## src/rtl/control_unit.sv

```systemverilog
// Fetch/decode/execute sequencer for the 16-bit accumulator CPU.
// Drives the register-file write strobes and mux selects, and handshakes with memory.
module control_unit #(
  parameter int unsigned TIMEOUT = 15
) (
  input  logic        clk,
  input  logic        reset,
  input  logic [3:0]  ir_opcode,
  input  logic        acc_zero,
  input  logic        acc_neg,
  input  logic        mem_ready,
  output logic        pc_write,
  output logic        mar_write,
  output logic        mbr_write,
  output logic        ir_write,
  output logic        acc_write,
  output logic        pc_sel,
  output logic        mar_sel,
  output logic        mbr_sel,
  output logic        acc_sel,
  output logic        alu_sub,
  output logic        mem_req,
  output logic        mem_we,
  output logic        halted,
  output logic        bus_error,
  output logic        illegal,
  output logic [15:0] retired
);

  typedef enum logic [2:0] {
    S_FA, S_FM, S_FI, S_DEC, S_EA, S_EM, S_WB, S_HLT
  } state_t;

  localparam logic [3:0] OP_HALT  = 4'h0;
  localparam logic [3:0] OP_LOAD  = 4'h1;
  localparam logic [3:0] OP_STORE = 4'h2;
  localparam logic [3:0] OP_ADD   = 4'h3;
  localparam logic [3:0] OP_SUB   = 4'h4;
  localparam logic [3:0] OP_JMP   = 4'h5;
  localparam logic [3:0] OP_JZ    = 4'h6;
  localparam logic [3:0] OP_JN    = 4'h7;
  localparam logic [3:0] OP_NOP   = 4'h8;

  // Bus error fires on the wait cycle whose count reaches TIMEOUT.
  localparam logic [15:0] WAIT_LIMIT = 16'(TIMEOUT - 1);

  state_t      state_q, state_d;
  logic [15:0] wait_q, wait_d;
  logic [15:0] retired_q;
  logic        bus_error_q, bus_error_d;
  logic        illegal_q, illegal_d;
  logic        retire;
  logic        timed_out;

  logic pc_write_c, mar_write_c, mbr_write_c, ir_write_c, acc_write_c;
  logic pc_sel_c, mar_sel_c, mbr_sel_c, acc_sel_c, alu_sub_c;
  logic mem_req_c, mem_we_c;

  assign timed_out = (TIMEOUT != 0) && !mem_ready && (wait_q == WAIT_LIMIT);

  always_comb begin
    state_d     = state_q;
    wait_d      = '0;
    bus_error_d = bus_error_q;
    illegal_d   = illegal_q;
    retire      = 1'b0;
    pc_write_c  = 1'b0;
    mar_write_c = 1'b0;
    mbr_write_c = 1'b0;
    ir_write_c  = 1'b0;
    acc_write_c = 1'b0;
    pc_sel_c    = 1'b0;
    mar_sel_c   = 1'b0;
    mbr_sel_c   = 1'b0;
    acc_sel_c   = 1'b0;
    alu_sub_c   = 1'b0;
    mem_req_c   = 1'b0;
    mem_we_c    = 1'b0;

    case (state_q)
      S_FA: begin
        mar_write_c = 1'b1;
        state_d     = S_FM;
      end
      S_FM: begin
        mem_req_c = 1'b1;
        if (mem_ready) begin
          mbr_write_c = 1'b1;
          pc_write_c  = 1'b1;
          state_d     = S_FI;
        end else begin
          wait_d = wait_q + 16'd1;
          if (timed_out) begin
            bus_error_d = 1'b1;
            state_d     = S_HLT;
          end
        end
      end
      S_FI: begin
        ir_write_c = 1'b1;
        state_d    = S_DEC;
      end
      S_DEC: begin
        case (ir_opcode)
          OP_LOAD, OP_STORE, OP_ADD, OP_SUB: state_d = S_EA;
          OP_JMP: begin
            pc_write_c = 1'b1;
            pc_sel_c   = 1'b1;
            retire     = 1'b1;
            state_d    = S_FA;
          end
          OP_JZ, OP_JN: begin
            if ((ir_opcode == OP_JZ) ? acc_zero : acc_neg) begin
              pc_write_c = 1'b1;
              pc_sel_c   = 1'b1;
            end
            retire  = 1'b1;
            state_d = S_FA;
          end
          OP_NOP: begin
            retire  = 1'b1;
            state_d = S_FA;
          end
          OP_HALT: begin
            retire  = 1'b1;
            state_d = S_HLT;
          end
          default: begin
            illegal_d = 1'b1;
            state_d   = S_HLT;
          end
        endcase
      end
      S_EA: begin
        mar_write_c = 1'b1;
        mar_sel_c   = 1'b1;
        if (ir_opcode == OP_STORE) begin
          mbr_write_c = 1'b1;
          mbr_sel_c   = 1'b1;
        end
        state_d = S_EM;
      end
      S_EM: begin
        mem_req_c = 1'b1;
        mem_we_c  = (ir_opcode == OP_STORE);
        if (mem_ready) begin
          if (ir_opcode == OP_STORE) begin
            retire  = 1'b1;
            state_d = S_FA;
          end else begin
            mbr_write_c = 1'b1;
            state_d     = S_WB;
          end
        end else begin
          wait_d = wait_q + 16'd1;
          if (timed_out) begin
            bus_error_d = 1'b1;
            state_d     = S_HLT;
          end
        end
      end
      S_WB: begin
        acc_write_c = 1'b1;
        acc_sel_c   = (ir_opcode == OP_ADD) || (ir_opcode == OP_SUB);
        alu_sub_c   = (ir_opcode == OP_SUB);
        retire      = 1'b1;
        state_d     = S_FA;
      end
      S_HLT: state_d = S_HLT;
    endcase
  end

  always_ff @(posedge clk) begin
    if (reset) begin
      state_q     <= S_FA;
      wait_q      <= '0;
      bus_error_q <= 1'b0;
      illegal_q   <= 1'b0;
      retired_q   <= '0;
    end else begin
      state_q     <= state_d;
      wait_q      <= wait_d;
      bus_error_q <= bus_error_d;
      illegal_q   <= illegal_d;
      if (retire) retired_q <= retired_q + 16'd1;
    end
  end

  // Every output is held low while reset is asserted, including the status.
  assign pc_write  = !reset && pc_write_c;
  assign mar_write = !reset && mar_write_c;
  assign mbr_write = !reset && mbr_write_c;
  assign ir_write  = !reset && ir_write_c;
  assign acc_write = !reset && acc_write_c;
  assign pc_sel    = !reset && pc_sel_c;
  assign mar_sel   = !reset && mar_sel_c;
  assign mbr_sel   = !reset && mbr_sel_c;
  assign acc_sel   = !reset && acc_sel_c;
  assign alu_sub   = !reset && alu_sub_c;
  assign mem_req   = !reset && mem_req_c;
  assign mem_we    = !reset && mem_we_c;
  assign halted    = !reset && (state_q == S_HLT);
  assign bus_error = !reset && bus_error_q;
  assign illegal   = !reset && illegal_q;
  assign retired   = reset ? 16'h0000 : retired_q;

endmodule

```

## config.mk

```make
export PLATFORM = sky130hd
export DESIGN_NAME = control_unit
export DESIGN_NICKNAME = d
export VERILOG_FILES = /design/src/rtl/control_unit.sv
export SDC_FILE = /design/constraint.sdc
export NUM_CORES = 1
export LEC_CHECK = 0
export CORE_UTILIZATION = 54
export CTS_BUF_LIST = sky130_fd_sc_hd__clkbuf_8
export DETAILED_ROUTE_END_ITERATION = 8
export PLACE_DENSITY = 0.88
export SLEW_MARGIN = 20
export SYNTH_ARGS = -nofsm -noshare
export SYNTH_HDL_FRONTEND = slang
export SYNTH_SLANG_ARGS = --single-unit
```

## constraint.sdc

```tcl
create_clock -name clk -period 2.65 [get_ports clk]
set_input_delay 0.53 -clock clk [delete_from_list [all_inputs] [get_ports clk]]
set_output_delay 0.53 -clock clk [all_outputs]
set_load 0.01 [all_outputs]
```

Word level (Yosys, flattened, before mapping)
Cells that the tools add are included.
Widths: inputs -> output; s select.
{ "word_totals": {"out_inout_bits": 31, "ff_bits": 37, "elab_cells": 86} }
{ "op_classes": {"n_eq_ne": 16, "bitwise": 3, "mux": 29, "n_reduce_logical": 31, "add_sub_neg": 2} }
{ "op_table": {"columns": ["cell", "n"], "rows": [
  ["$add 16x1->16 const B", 2],
  ["$pmux 3 s8", 1],
  ["$mux 1", 18],
  ["$eq 16x4->1 const B", 1],
  ["$eq 4x3->1 const B", 4],
  ["$logic_and 1x1->1", 16],
  ["$mux 16", 1],
  ["$eq 3x3->1 const B", 4],
  ["$mux 3", 4],
  ["$reduce_or 9->1", 1],
  ["$eq 4x2->1 const B", 2],
  ["$reduce_or 4->1", 2],
  ["$eq 3x2->1 const B", 2],
  ["$pmux 1 s3", 2],
  ["$pmux 3 s2", 1],
  ["$reduce_or 2->1", 3],
  ["$reduce_or 5->1", 1],
  ["$eq 4x1->1 const B", 1],
  ["$eq 4x4->1 const B", 1],
  ["$logic_not 4->1", 1],
  ["$pmux 1 s2", 2],
  ["$eq 3x1->1 const B", 1],
  ["$logic_not 3->1", 1],
  ["$not 1->1", 3],
  ["other kinds (5)", 6]
]} }

Longest topological paths before layout
{ "depth": {"depth_word": 6, "ltp_mapped": 9, "mapped_depth_nobuf": 7} }

Worst setup path after synthesis
OpenSTA, ideal clock, no wires.
{ "synth_path": {"path_kind": "input-to-output", "from": "input port ir_opcode[3]", "to": "output port pc_write", "path_buffers": 2, "cell_stages": 5, "required_ps": 2120, "slack_ps": 94, "t_arrival_ps": 2026, "path_cell_list": "clkbuf_1 > or4b_1 > buf_2 > a311oi_1 > a31o_2"} }
{ "synth_via": {"elab_chain_len": 6, "elab_cells_between_ends": 9} }
{ "synth_rtl": {"columns": ["item", "line", "source"], "rows": [
  ["start: declaration", "8", "input logic [3:0] ir_opcode,"],
  ["$eq 4x3->1", "104, 113", null],
  ["$mux 1 (2 in series)", "113", "if ((ir_opcode == OP_JZ) ? acc_zero : acc_neg) begin"],
  ["$pmux 1 s2 (*)", "104", "case (ir_opcode)"],
  ["$pmux 1 s2 (*)", "80", "case (state_q)"],
  ["$logic_and 1x1->1 (*)", "190", "assign pc_write = !reset && pc_write_c;"],
  ["end: declaration", "12", "output logic pc_write,"]
]} }
Every way passes the cells marked *; elsewhere a longest branch is shown, timed or not.

Final worst setup path
{ "layout_path": {"from": "input port reset", "to": "output port retired[14]"} }
{ "layout_via": {"elab_chain_len": 1} }
{ "layout_rtl": {"columns": ["item", "line", "source"], "rows": [
  ["start: declaration", "7", "input logic reset,"],
  ["$mux 16", "205", "assign retired = reset ? 16'h0000 : retired_q;"],
  ["end: declaration", "27", "output logic [15:0] retired"]
]} }
Every way passes these cells.

==> results.tsv <==
metric	value	unit
Post-synth top cells	dfxtp_1, nor2_1, nand2_1	
TritonCTS sink count	37	
# diodes	0	
Final Critical Period	2.586	ns
Worst-path clk slew	0.07	ns
DP HPWL	3482	µm
Psw	237.4	µW
setup violators final	0	
Clk pwr share	0.367	
type of the worst min-delay path	flop to flop	
status	finished, final reports clean	
register area share after synthesis	0.3541	
most common cell in the netlist	dfxtp_1	
worst path cell trace	clkdlybuf4s50_1, buf_4, buf_4, nor2b_1, clkdlybuf4s50_1	
Avg Vias per Cell	5.739	
RSZ-0062 raised after global routing	false	
vias in the first global route	1946	
Die Area	0.004127	mm²
CTS Root Cell	clkbuf_8	
cell count after synthesis	264	
worst slew pin tran	0.5139	ns
Setup Skew	0.006375	ns
largest net degree at the start of global routing	24	
required time worst endpoint	2.12	ns
CP Class	input port to output pin	
Max Cap Violations	0	
RePlAce Congestion	0.8195	
Avg Cell Area, Syn	7.924	µm²
Placement Setup Slack	-0.4894	ns
Die Y	64.24	µm
flops & latches, synth	37	
cell accounting for the most synthesized area	dfxtp_1	
initial antenna violation count	0	
reg-to-reg startpoint	state_q[0]	
arrival time at the worst endpoint	2.06	ns
Initial Utilization	0.5672	
Hold Vio Cnt, Final	0	
CTS max path bufs	2	
worst r2r dst	retired_q[11]	
CP startpoint kind	input port	
Buf/Inv on CP	4	
Worst Slack Setup Final	0.06359	ns
Slew headroom	0.6574	
Die X	64.24	µm
Synth top area share	0.3541	
Post-CTS Hold Fix Bufs	0	
Hold WS	0.4791	ns
CP Capture Type	output pin	
DRT antenna net count	0	
sequential share of power	0.537	
Cell Rows	22	
fraction of layout cells with a size suffix above 1	0.1361	
crit-path max FO	23	
Synth async-reset ratio	0	
DRT iter0 DRCs	163	
core region area	0.003689	mm²
Vias	2089	
CTS Buf Count	5	
Post-Syn Nets	276	
IO buf count	39	
cells on worst reg2reg path	6	
Synth cell types	43	
first-pass GRT wire length	8521	µm
Total Wirelength	4838	µm
Gate power share	0.096	
Pint	809.1	µW
Top FF cell, synth	dfxtp_1	
hold worst-path end	wait_q[0]	
I/O pin cnt	40	
Synth Warn #	0	
All-Layer GR Usage	0.2615	
grt total ovfl	0	
Leak	0.001081	µW
nets	328	
fmax	386.6	MHz
fin crit share	0.9760	
HP Start	wait_q[0]	
Worst path top cell family by delay	buffers and inverters	
switch share	0.2269	
H-tree depth	2	
reg2reg setup slack	0.43	ns
Final Max Tran Viols	0	
Post-synth EDFFs	0	
# Post-CTS Setup Buffers	0	
CP max-delay cell	clkdlybuf4s50_1	
slowest stage delay, CP	0.56	ns
top area cells in the synthesized netlist	dfxtp_1, nor2_1, nor2b_1	
Pwr Density	379.5	mW/mm²
WL per Instance	13.29	µm
Clk Latency, worst-skew pair	0.28	ns
area added between synthesis and finish	31.82	%
TritonCTS clock tree	yes	
drt drc	0	
DR pass1 iterations	5	
peak supply drop	317.2	µV
Worst Hold Depth	1	
synthesized area	0.002092	mm²
==> worst register-to-register path, cell delays in order, from the launching register on <==
cell      delay (ns)
dfxtp_1         0.40
nand3b_4        0.11
or4b_4          0.53
buf_4           0.17
and3_4          0.20
or3_1           0.40
mux2_4          0.30
==> cells in the final DEF (no fill, tap or decap), drive strengths merged, types with 9 or more instances in the layout <==
| cell | netlist | final |
|---|---|---|
| nand3 | 12 | 12 |
| nor3 | 13 | 13 |
| nor2 | 32 | 32 |
| buf | 7 | 24 |
| clkdlybuf4s50 | 0 | 28 |
| a21oi | 10 | 10 |
| dfxtp | 37 | 37 |
| nand4 | 9 | 9 |
| nor2b | 18 | 18 |
| xnor2 | 9 | 9 |
| nand2 | 26 | 26 |
==> through the flow <==
| stage | TNS, ns | cells | utilization | area (µm²) | total power (µW) |
|---|---|---|---|---|---|
| detailed placement | -2.687 | 357 | 0.7123 | 2628 | 672.3 |
| global route | 0 | 364 | 0.7476 | 2758 | 1093 |
| floorplan | 0 | 264 | - | 2092 | 622.4 |
| finish | 0 | 364 | 0.7476 | 2758 | 1047 |
| global placement | -2.168 | 357 | 0.7123 | 2628 | 669.1 |
| CTS | 0 | 364 | 0.7388 | 2725 | 1056 |
==> registers in the layout, summed over array words and instances, names as in the netlist <==
name,count
bus_error_q,1
illegal_q,1
retired_q,16
state_q,3
wait_q,16
==> worst max-delay path by stage <==
| stage | start | to | cells after the start | slack [ns] |
|---|---|---|---|---|
| finish | reset | retired[14] | 5 | 0.06 |
| global route | reset | acc_sel | 5 | 0.009 |
| CTS | ir_opcode[1] | pc_write | 6 | 0.03 |
| detailed placement | ir_opcode[1] | pc_write | 6 | -0.49 |
| global placement | ir_opcode[1] | pc_write | 6 | -0.41 |
| floorplan | ir_opcode[3] | pc_write | 5 | 0.09 |
==> per-layer routing <==
metal  vias to the layer above  part of all wire  global-route usage
li1                       1042                 -                   -
met1                       959              0.43              0.3206
met2                        77              0.50              0.4355
met3                        11             0.054             0.06429
met4                         0             0.017              0.1028
met5                         -                 0                   0
==> cell type report <==
cell class,instances,area [µm²]
multi-input cells,205,1280
fillers,278,930.9
flip-flops and latches,37,740.7
repair buffers,61,568.0
clock buffers,6,82.58
well taps,48,60.06
inverters,6,22.52
clock inverters,1,3.754
==> timing repair <==
action,4_1_cts,5_1_grt
hold endpoints to repair,0,0
endpoints found under the setup margin,6,7
gates cloned,0,0
gates resized for setup,17,11
pin swaps,2,3
==> power by group through the flow <==
stage                     registers (µW)  clock network [µW]  logic, µW
after floorplan                      574                   0       48.4
after global placement               575                   0       94.4
after detailed placement             575                   0       97.2
after CTS                            562                 395       98.8
after global routing                 562                 420        110
final                                562                 384        100
==> cell families (layout without fill, tap and decap cells) <==
group | after synthesis | after routing | synth area share
simple gates | 147 | 147 | 0.3798
buf+inv | 22 | 74 | 0.04904
flops | 37 | 37 | 0.3541
xor+xnor | 16 | 16 | 0.06699
mux | 6 | 6 | 0.03349
fa+ha+maj | 3 | 3 | 0.01794
compound gates | 33 | 33 | 0.09869
No activity file was read; power rests on OpenSTA's default activity.
